**src/rtl/rv_cache_bus_if.sv**
```systemverilog
// Cache-side request/response and external bus signals for rv_cache_bus.
// slave is the bridge's view; master is the requester/bus-model view.
interface rv_cache_bus_if;
   logic [31:0] i_addr;
   logic        i_read;
   logic        i_write;
   logic [31:0] i_write_data;
   logic [3:0]  i_write_sel;
   logic        i_miss;
   logic [31:0] o_data;
   logic        o_ack;
   logic        o_busy;
   logic [31:0] o_bus_addr;
   logic        o_bus_req;
   logic        o_bus_we;
   logic [3:0]  o_bus_sel;
   logic [31:0] o_bus_wdata;
   logic [31:0] i_bus_rdata;
   logic        i_bus_ack;
   logic        o_error;

   modport slave (
      input  i_addr, i_read, i_write, i_write_data, i_write_sel, i_miss,
      input  i_bus_rdata, i_bus_ack,
      output o_data, o_ack, o_busy, o_bus_addr, o_bus_req, o_bus_we,
      output o_bus_sel, o_bus_wdata, o_error
   );

   modport master (
      output i_addr, i_read, i_write, i_write_data, i_write_sel, i_miss,
      output i_bus_rdata, i_bus_ack,
      input  o_data, o_ack, o_busy, o_bus_addr, o_bus_req, o_bus_we,
      input  o_bus_sel, o_bus_wdata, o_error
   );
endinterface

```
**src/rtl/rv_cache_bus.sv**
```systemverilog
// Single-transaction bridge from a cache miss/write-through port to a req/ack bus.
// Optional bus timeout abort enabled by defining RV_BUS_TIMEOUT_EN.
module rv_cache_bus #(
   parameter int TIMEOUT_CYCLES = 255
) (
   input  logic           i_clk,
   input  logic           i_reset,
   rv_cache_bus_if.slave  bus
);

   localparam logic [1:0] ST_IDLE = 2'd0;
   localparam logic [1:0] ST_REQ  = 2'd1;
   localparam logic [1:0] ST_DONE = 2'd2;

   if (TIMEOUT_CYCLES < 1) begin : g_bad_timeout
      $error("rv_cache_bus: TIMEOUT_CYCLES must be at least 1");
   end

   logic [1:0]  state;
   logic [31:0] addr_q;
   logic [31:0] wdata_q;
   logic [31:0] data_q;
   logic [3:0]  sel_q;
   logic        we_q;
   logic        start;
   logic        timeout;

   assign start = (state == ST_IDLE) && bus.i_miss && (bus.i_read || bus.i_write);

`ifdef RV_BUS_TIMEOUT_EN
   localparam int               CNT_W   = $clog2(TIMEOUT_CYCLES + 1);
   localparam logic [CNT_W-1:0] TO_LAST = CNT_W'(TIMEOUT_CYCLES - 1);

   logic [CNT_W-1:0] cnt;
   logic             err_q;

   // cnt equals the number of REQ cycles already elapsed; the last allowed
   // REQ cycle is TO_LAST, so o_bus_req stays high exactly TIMEOUT_CYCLES cycles.
   assign timeout = (state == ST_REQ) && !bus.i_bus_ack && (cnt == TO_LAST);

   always_ff @(posedge i_clk) begin
      if (i_reset) begin
         cnt   <= '0;
         err_q <= 1'b0;
      end else begin
         if (start)
            cnt <= '0;
         else if (state == ST_REQ)
            cnt <= cnt + 1'b1;
         err_q <= timeout;
      end
   end

   assign bus.o_error = err_q;
`else
   assign timeout     = 1'b0;
   assign bus.o_error = 1'b0;
`endif

   // An ack in the final counted cycle wins over the timeout.
   always_ff @(posedge i_clk) begin
      if (i_reset) begin
         state   <= ST_IDLE;
         addr_q  <= '0;
         wdata_q <= '0;
         data_q  <= '0;
         sel_q   <= '0;
         we_q    <= 1'b0;
      end else begin
         case (state)
            ST_IDLE: begin
               if (start) begin
                  addr_q  <= bus.i_addr;
                  we_q    <= bus.i_write;
                  sel_q   <= bus.i_write ? bus.i_write_sel : 4'hF;
                  wdata_q <= bus.i_write_data;
                  state   <= ST_REQ;
               end
            end
            ST_REQ: begin
               if (bus.i_bus_ack) begin
                  data_q <= we_q ? 32'h0 : bus.i_bus_rdata;
                  state  <= ST_DONE;
               end else if (timeout) begin
                  data_q <= 32'hFFFF_FFFF;
                  state  <= ST_DONE;
               end
            end
            ST_DONE: begin
               state <= ST_IDLE;
            end
            default: begin
               state <= ST_IDLE;
            end
         endcase
      end
   end

   assign bus.o_bus_req   = (state == ST_REQ);
   assign bus.o_ack       = (state == ST_DONE);
   assign bus.o_busy      = (state != ST_IDLE);
   assign bus.o_bus_addr  = addr_q;
   assign bus.o_bus_we    = we_q;
   assign bus.o_bus_sel   = sel_q;
   assign bus.o_bus_wdata = wdata_q;
   assign bus.o_data      = data_q;

endmodule
```
**src/flat_wrapper.sv**
```systemverilog
// flat-port wrapper written by rule: the top's interface ports become plain ports
module rv_cache_bus_flat 
#(
   parameter int TIMEOUT_CYCLES = 255
)
  (i_clk, i_reset, bus_i_addr, bus_i_read, bus_i_write, bus_i_write_data, bus_i_write_sel, bus_i_miss, bus_i_bus_rdata, bus_i_bus_ack, bus_o_data, bus_o_ack, bus_o_busy, bus_o_bus_addr, bus_o_bus_req, bus_o_bus_we, bus_o_bus_sel, bus_o_bus_wdata, bus_o_error);
  rv_cache_bus_if bus_i ();
  input  logic i_clk;
  input  logic i_reset;
  input wire logic [$bits(bus_i.i_addr)-1:0] bus_i_addr;
  input wire logic [$bits(bus_i.i_read)-1:0] bus_i_read;
  input wire logic [$bits(bus_i.i_write)-1:0] bus_i_write;
  input wire logic [$bits(bus_i.i_write_data)-1:0] bus_i_write_data;
  input wire logic [$bits(bus_i.i_write_sel)-1:0] bus_i_write_sel;
  input wire logic [$bits(bus_i.i_miss)-1:0] bus_i_miss;
  input wire logic [$bits(bus_i.i_bus_rdata)-1:0] bus_i_bus_rdata;
  input wire logic [$bits(bus_i.i_bus_ack)-1:0] bus_i_bus_ack;
  output wire logic [$bits(bus_i.o_data)-1:0] bus_o_data;
  output wire logic [$bits(bus_i.o_ack)-1:0] bus_o_ack;
  output wire logic [$bits(bus_i.o_busy)-1:0] bus_o_busy;
  output wire logic [$bits(bus_i.o_bus_addr)-1:0] bus_o_bus_addr;
  output wire logic [$bits(bus_i.o_bus_req)-1:0] bus_o_bus_req;
  output wire logic [$bits(bus_i.o_bus_we)-1:0] bus_o_bus_we;
  output wire logic [$bits(bus_i.o_bus_sel)-1:0] bus_o_bus_sel;
  output wire logic [$bits(bus_i.o_bus_wdata)-1:0] bus_o_bus_wdata;
  output wire logic [$bits(bus_i.o_error)-1:0] bus_o_error;
  assign bus_i.i_addr = bus_i_addr;
  assign bus_i.i_read = bus_i_read;
  assign bus_i.i_write = bus_i_write;
  assign bus_i.i_write_data = bus_i_write_data;
  assign bus_i.i_write_sel = bus_i_write_sel;
  assign bus_i.i_miss = bus_i_miss;
  assign bus_i.i_bus_rdata = bus_i_bus_rdata;
  assign bus_i.i_bus_ack = bus_i_bus_ack;
  assign bus_o_data = bus_i.o_data;
  assign bus_o_ack = bus_i.o_ack;
  assign bus_o_busy = bus_i.o_busy;
  assign bus_o_bus_addr = bus_i.o_bus_addr;
  assign bus_o_bus_req = bus_i.o_bus_req;
  assign bus_o_bus_we = bus_i.o_bus_we;
  assign bus_o_bus_sel = bus_i.o_bus_sel;
  assign bus_o_bus_wdata = bus_i.o_bus_wdata;
  assign bus_o_error = bus_i.o_error;
  rv_cache_bus #(.TIMEOUT_CYCLES(TIMEOUT_CYCLES)) u_core (.i_clk(i_clk), .i_reset(i_reset), .bus(bus_i));
endmodule
```
**config.mk**
```make
export PLATFORM = sky130hd
export DESIGN_NAME = rv_cache_bus_flat
export DESIGN_NICKNAME = d
export VERILOG_FILES = /design/src/rtl/rv_cache_bus_if.sv /design/src/rtl/rv_cache_bus.sv /design/src/flat_wrapper.sv
export SDC_FILE = /design/constraint.sdc
export NUM_CORES = 1
export LEC_CHECK = 0
export BUFFER_PORTS_ARGS = -buffer_cell sky130_fd_sc_hd__buf_2
export CORE_MARGIN = 8
export CORE_UTILIZATION = 46
export CTS_BUF_LIST = sky130_fd_sc_hd__clkbuf_8
export DETAILED_ROUTE_END_ITERATION = 12
export GPL_TIMING_DRIVEN = 0
export HOLD_SLACK_MARGIN = 0.12
export PLACE_DENSITY = 0.82
export SYNTH_ARGS = -nofsm -noshare
export SYNTH_HDL_FRONTEND = slang
export SYNTH_SLANG_ARGS = --single-unit
```
**constraint.sdc**
```tcl
create_clock -name i_clk -period 1.7 [get_ports i_clk]
set_input_delay 0.34 -clock i_clk [delete_from_list [all_inputs] [get_ports i_clk]]
set_output_delay 0.34 -clock i_clk [all_outputs]
set_load 0.03 [all_outputs]
```
# [Yosys cells after proc, flatten, opt, wreduce, memory -nomap -nowiden]
# Cells that the tools add are included.
# Widths: inputs -> output; s select.
[totals] ff_bits=103 input_bits=106 elab_cells=23
[op_classes] n_eq_ne=4 mux=5 reduce_logical=8
[op_table] cell="$mux 32" count=1
[op_table] cell="$reduce_and 2->1" count=3
[op_table] cell="$mux 2" count=2
[op_table] cell="$mux 4" count=1
[op_table] cell="$pmux 2 s2" count=1
[op_table] cell="$eq 2x1->1 const B" count=1
[op_table] cell="$eq 2x2->1 const B" count=1
[op_table] cell="$logic_and 1x1->1" count=2
[op_table] cell="$logic_not 2->1" count=1
[op_table] cell="$ne 2x1->1 const B" count=1
[op_table] cell="$ne 2x2->1 const B" count=1
[op_table] cell="$reduce_bool 2->1" count=1
[op_table] cell="$logic_or 1x1->1" count=1

# [Longest topological paths before layout]
# Gate-level depths: netlist (run 1).
[logic_depth] ltp_word=5 ltp_mapped=5 ltp_nobuf=3

# [Worst setup path after synthesis (run 1)]
# OpenSTA, ideal clock, no wires.
[synth_timing] path_kind="register to register" from="register u_core.state[0]" to="register u_core.data_q[0] (netlist: u_core.bus.o_data[0])" setup_ps=117 arrival_ps=1315 t_required_ps=1583 setup_slack_ps=269 path_stages_with_launch=5 path_buffers=1 period_less_slack_ps=1431 path_cell_list="dfxtp_1 nor2b_2 a21oi_1 buf_2 a22o_1"
[synth_via] elab_chain_len=2
[synth_rtl] item="from (decl)" line_no="rv_cache_bus.sv:19" source="logic [1:0] state;"
[synth_rtl] item="from (signal assigned)" line_no="rv_cache_bus.sv:63" source="state <= ST_IDLE;"
[synth_rtl] item="from (signal assigned)" line_no="rv_cache_bus.sv:77" source="state <= ST_REQ;"
[synth_rtl] item="from (signal assigned)" line_no="rv_cache_bus.sv:83" source="state <= ST_DONE;"
[synth_rtl] item="$eq 2x1->1"
[synth_rtl] item="net bus_o_bus_req" line_no="flat_wrapper.sv:22" source="output wire logic [$bits(bus_i.o_bus_req)-1:0] bus_o_bus_req;"
[synth_rtl] item="$reduce_and 2->1 (no source line)"
[synth_rtl] item="to (signal assigned)" line_no="rv_cache_bus.sv:82" source="data_q <= we_q ? 32'h0 : bus.i_bus_rdata;"
[synth_rtl] item="to (decl)" line_no="rv_cache_bus.sv:22" source="logic [31:0] data_q;"
# The timed path passes the listed nets, and every way through them passes these cells.
# A chain may end at the register's enable or synchronous reset.

# [Worst setup path after layout (run 1)]
[layout_timing] from="register u_core.state[1]" to="output port bus_o_busy"
[layout_via] elab_chain_len=1
[layout_rtl] item="$reduce_bool 2->1" line_no="rv_cache_bus.sv:101" source="assign bus.o_busy = (state != ST_IDLE);"
[layout_rtl] item="to (decl)" line_no="flat_wrapper.sv:20" source="output wire logic [$bits(bus_i.o_busy)-1:0] bus_o_busy;"
# No other way between the ends.

==> run metrics, run 1 <==
Logic pwr share 19.2%; vias in the first global route 3,802; Syn Area/Cell 10.2 µm²; final-report max-slew violation count 0; critical path launch point type flop; setup_tns 0 ns; Hold Path Origin bus_i_bus_rdata[15]; final HPWL from detailed placement 9540 µm; Max IR drop VDD approximately 0.00053 V; largest net degree at the start of global routing 17; initial antenna violation count 0; Tmin final roughly 1.5 ns; kind of critical path flop to output port; Final setup viols 0; sequential cell fraction of total power 50.9%; area delta synth->final 34.6%; Synth Net Count 497; CTS resizes 0; Int Power 3630 µW; global-route wire length before repair roughly 18,000 µm; P_sw 1520 µW; drt via density 5.13; CTS tree done; hold path depth 2; Ys Warns 0; # IOs 211; final core utilization 62.9%; final hold viol count 0; total track usage about a fifth; first-pass detailed-route iteration total 6; root buf cell clkbuf_8; Final Cycle Share around nine tenths; max_cap viols 0; Synth cell types 23; Crit Reg-Reg Startpoint u_core.state[1]$_SDFFE_PP0P_; CP endpoint kind output port; Post-CTS Setup Bufs 0; grt total ovfl 0; Hold Path Class primary input to flop; Min-Delay Endpoint u_core.bus.o_data[15]$_SDFFE_PP0P_; port bufs 209; H-tree depth 3; fmax 648 MHz; Synth Register Bits just over 100; storage element area 2060 µm²; Netlist Area Pre-Place 4000 µm²; Core ar. 8550 µm²; CP Max Fanout 5; Worst Path Required about 1.4 ns; # diodes 0; antenna viol nets, final 0; Vert. Die Dim between 100 and 150 µm; reg2reg end u_core.bus.o_bus_addr[9]$_SDFFE_PP0P_; area of the multi-input gates 1710 µm²; clk sink count 103; Fill cells 763; Worst Reg-to-Reg Cells 4; cts bufs inserted 9; DIE WIDTH between 100 and 150 µm; drt drc 0; Switching Fraction 29.5%; Worst Clk Skew 0.00684 ns; cells after synthesis 391; # hold bufs at CTS 0; critical path arrival 1.20 ns; pwr dens roughly 960 nW/µm²; sequential share of the synthesized area between 50% and 60%; status finished clean; RSZ-0062 raised after global routing false; Reg2Reg Setup Slack 0.20 ns; nets 717; Initial Util a little under half; clk slew on worst S/H paths 0.10 ns; Max Root-Sink Buffers 2; share of post-route cells with drive strength above 1 40.7%; initial detailed-routing violation count 170; worst skew pair latency 0.36 ns; Rows 34; leak pwr 0.00259 µW; Final GP Congestion 0.805; final WL 12,100 µm; via count roughly 3,700; wire per inst 16.7 µm; Clk network pwr share 29.9%; DIE AREA 11,900 µm²
## critical path: stages, from the launching register on
cell	delay (ns)
dfxtp_1	0.37
or2_2	0.30
buf_2	0.18
## flip-flops by register name, indices dropped and copies added, names as in the netlist
name / cells
u_core.bus.o_bus_wdata: 32
u_core.bus.o_bus_we: 1
u_core.bus.o_data: 32
u_core.state: 2
u_core.bus.o_bus_addr: 32
u_core.bus.o_bus_sel: 4
## power groups by stage
| stage | Combinational, µW | Clock, µW | Sequential, µW |
|---|---|---|---|
| 6_report | 989 | 1540 | 2620 |
| 5_1_grt | 1060 | 1670 | 2640 |
| 4_1_cts | 999 | 1570 | 2620 |
| 3_5_place_dp | 997 | 0 | 2680 |
| 3_3_place_gp | 976 | 0 | 2670 |
| 2_1_floorplan | 359 | 0 | 2940 |
## final cells by class
cell class,instances,share of cell area [%]
repair buffers,209,19.5
flip-flops and latches,103,38.4
multi-input cells,243,31.8
plain buffers,44,4.12
well taps,108,2.51
inverters,1,0.0698
clock buffers,10,2.56
clock inverters,6,1.16
## synthesized netlist by cell type
| cell | number | area (µm²) |
|---|---|---|
| or2_1 | 1 | 6.26 |
| conb_1 | 1 | 3.75 |
| o21a_1 | 1 | 7.51 |
| buf_6 | 3 | 33.8 |
| buf_2 | 18 | 90.1 |
| nand2_1 | 2 | 7.51 |
| or2_2 | 1 | 6.26 |
| dfxtp_1 | 103 | 2060 |
| a31o_1 | 64 | 561 |
| nand2b_1 | 64 | 400 |
| o221a_1 | 4 | 45.0 |
| nor2b_1 | 3 | 18.8 |
| a22o_1 | 32 | 280 |
| buf_4 | 3 | 22.5 |
| nor2b_2 | 1 | 8.76 |
| and4bb_1 | 1 | 12.5 |
| clkbuf_1 | 17 | 63.8 |
| nor3b_2 | 1 | 12.5 |
| a21oi_1 | 65 | 325 |
| o22ai_1 | 1 | 6.26 |
| and2_1 | 1 | 6.26 |
| buf_1 | 3 | 11.3 |
| inv_2 | 1 | 3.75 |
## per-stage QoR
stage          worst slack [ns]  power (µW)  hold slack [ns]  cell area, µm²  instances
6_report                  0.156        5150            0.180            5380        724
5_1_grt                  0.0392        5360            0.160            5380        724
4_1_cts                   0.124        5180            0.162            5380        724
3_5_place_dp             0.0736        3670            0.460            5180        708
3_3_place_gp              0.124        3640            0.458            5180        708
2_1_floorplan             0.269        3300            0.466            4000        391
## per-layer routing
metal  part of all wire [%]  track usage, %
met4                    1.9            8.10
met1                     40            22.4
met2                     51            33.6
met5                      0               0
met3                    6.8            4.79
## logic make-up (layout without fill, tap and decap cells)
group,after synthesis,in the layout,share of synthesized area (%)
AOI/OAI and AO/OA,167,167,30.7
DFF,103,103,51.6
and+or+nand+nor,75,75,12.0
buffers and inverters,45,270,5.64
other,1,1,0.0939
## worst max path at each step
stage | depth (start not counted) | from | slack [ns] | endpoint
6_report | 2 | u_core.state[1]$_SDFFE_PP0P_ | 0.16 | bus_o_busy
5_1_grt | 4 | u_core.state[1]$_SDFFE_PP0P_ | 0.04 | u_core.bus.o_bus_addr[9]$_SDFFE_PP0P_
4_1_cts | 2 | u_core.state[0]$_SDFFE_PP0P_ | 0.12 | bus_o_bus_req
3_5_place_dp | 6 | bus_i_write | 0.07 | u_core.bus.o_bus_addr[18]$_SDFFE_PP0P_
3_3_place_gp | 6 | bus_i_write | 0.12 | u_core.bus.o_bus_addr[6]$_SDFFE_PP0P_
2_1_floorplan | 4 | u_core.state[0]$_SDFFE_PP0P_ | 0.27 | u_core.bus.o_data[0]$_SDFFE_PP0P_
## cell usage in the layout (no fill, tap or decap)
cell / netlist / layout
buf_2: 18 / 227
nor2b_2: 1 / 1
a22o_1: 32 / 32
inv_2: 1 / 1
o22ai_1: 1 / 1
buf_1: 3 / 3
or2_2: 1 / 1
a21oi_1: 65 / 65
clkinvlp_4: 0 / 1
a31o_1: 64 / 64
nand2b_1: 64 / 64
nand2_1: 2 / 2
o21a_1: 1 / 1
nor3b_2: 1 / 1
and2_1: 1 / 1
bufinv_16: 0 / 1
nor2b_1: 3 / 3
buf_4: 3 / 3
dfxtp_1: 103 / 103
inv_1: 0 / 2
o221a_1: 4 / 4
clkinv_4: 0 / 2
buf_6: 3 / 3
clkbuf_1: 17 / 17
and4bb_1: 1 / 1
clkbuf_8: 0 / 10
conb_1: 1 / 1
or2_1: 1 / 1
(Power assumes the default switching activity.)
==> run 2: changes to the inputs <==
--- a/config.mk
+++ b/config.mk
@@ -9,10 +9,12 @@
 export CORE_MARGIN = 8
 export CORE_UTILIZATION = 46
 export CTS_BUF_LIST = sky130_fd_sc_hd__clkbuf_8
+export CTS_CLUSTER_DIAMETER = 60
 export DETAILED_ROUTE_END_ITERATION = 12
 export GPL_TIMING_DRIVEN = 0
 export HOLD_SLACK_MARGIN = 0.12
 export PLACE_DENSITY = 0.82
+export RECOVER_POWER = 100
 export SYNTH_ARGS = -nofsm -noshare
 export SYNTH_HDL_FRONTEND = slang
 export SYNTH_SLANG_ARGS = --single-unit
==> run 2 against run 1 <==
Critical path depth unchanged. Non-clock buffer count unchanged. Utilization decreased by 1.7 points. Critical endpoint is now bus_o_bus_req. Largest cell class unchanged.
==> run metrics, run 2 (same netlist as run 1, synthesis figures left out) <==
status finished clean; CP endpoint kind output port; first-pass detailed-route iteration total 4; clk sink count 103; final-report max-slew violation count 0; Worst Path Required 1.36 ns; Max IR drop VDD 0.000529 V; Rows 34; area of the multi-input gates 1710 µm²; setup_tns 0 ns; cts bufs inserted 9; CTS tree done; Hold Path Class primary input to flop; most frequent cells in the layout clkbuf_1 (119), buf_2 (114), dfxtp_1 (103); Fill cells around 800; total track usage 19.4%; global-route wire length before repair 18,500 µm; Vert. Die Dim 109 µm; CTS resizes 0; initial detailed-routing violation count roughly 150; final WL 12,200 µm; # hold bufs at CTS 0; initial antenna violation count 0; CP Cell Sequence nor2b_2 -> clkbuf_2; DIE WIDTH 109 µm; via count 3,768; critical path launch point type flop; final core utilization 61.2%; largest net degree at the start of global routing 17; Core ar. 8550 µm²; commonest non-fill, non-tap cell in the layout clkbuf_1; fmax ~640 MHz; area delta synth->final 31.0%; H-tree depth 3; port bufs 209; vias in the first global route 3,802; RSZ-0062 raised after global routing false; antenna viol nets, final 0; worst path buffer plus inverter count 1; leak pwr 0.00216 µW; critical path arrival between 1 and 1.5 ns; Post-CTS Setup Bufs 0; DIE AREA 11,900 µm²; Max Root-Sink Buffers 2; CP Max Fanout 5; family with the most delay on the worst path flip-flops; Worst Clk Skew 0.00645 ns; nets between 700 and 800; storage element area 2060 µm²; worst skew pair latency 0.36 ns; share of post-route cells with drive strength above 1 24.2%; final HPWL from detailed placement 9540 µm; final hold viol count 0; drt via density 5.20; drt drc 0; root buf cell clkbuf_8; # diodes 0; # IOs 211; wire per inst roughly 17 µm; slowest stage delay, CP 0.41 ns; grt total ovfl 0; Final setup viols 0; power consumption 5110 µW; clk slew on worst S/H paths 0.10 ns; Slowest-stage cell, CP dfxtp_1; pwr dens 976 nW/µm²; kind of critical path flop to output port; Tmin final 1.57 ns; Final Cycle Share 92.2%; Final GP Congestion 0.805; Initial Util ~47%; max_cap viols 0
==> run 2: cell count changes in the layout (fill, tap and decap cells not counted), sizes merged <==
cell,change
clkbuf,+116
buf,-116
==> run 2: report_power, final <==
part	switching [µW]	internal (µW)	total (µW)
Combinational	628	321	949
Clock	819	717	1540
Sequential	76.0	2550	2630
==> run 2: area by class of cell <==
type	instances	share of cell area (%)
repair buffers	209	17.6
flip-flops and latches	103	39.4
clock buffers	10	2.63
multi-input cells	243	32.6
well taps	108	2.58
plain buffers	44	3.92
clock inverters	6	1.20
inverters	1	0.0717
==> run 2: final timing paths <==
check,end,startpoint,depth (start not counted),slack (ns)
worst max-delay path,bus_o_bus_req,u_core.state[0]$_SDFFE_PP0P_,2,0.13
worst min-delay path,u_core.bus.o_data[15]$_SDFFE_PP0P_,bus_i_bus_rdata[15],2,0.18
worst max register to register,u_core.bus.o_bus_addr[20]$_SDFFE_PP0P_,u_core.state[1]$_SDFFE_PP0P_,5,0.19
worst min register to register,u_core.bus.o_data[26]$_SDFFE_PP0P_,u_core.bus.o_data[26]$_SDFFE_PP0P_,1,0.49
==> run 2: stage by stage <==
| step | setup WS, ns | std cells | hold slack (ns) | area, µm² |
|---|---|---|---|---|
| floorplan | 0.269 | 391 | 0.466 | 4000 |
| global placement | 0.124 | 708 | 0.458 | 5180 |
| detailed placement | 0.0736 | 708 | 0.460 | 5180 |
| CTS | 0.124 | 724 | 0.162 | 5380 |
| global route | 0.0286 | 724 | 0.160 | 5230 |
| finish | 0.132 | 724 | 0.178 | 5230 |
==> run 2: per-layer routing <==
metal / vias up / wire [µm] / global-route usage (%) / part of all wire (%)
li1: 1862 / - / - / -
met1: 1749 / 4840 / 22.4 / 40
met2: 137 / 6180 / 33.6 / 51
met3: 20 / 918 / 4.79 / 7.5
met4: 0 / 233 / 8.10 / 1.9
met5: - / 0 / 0 / 0
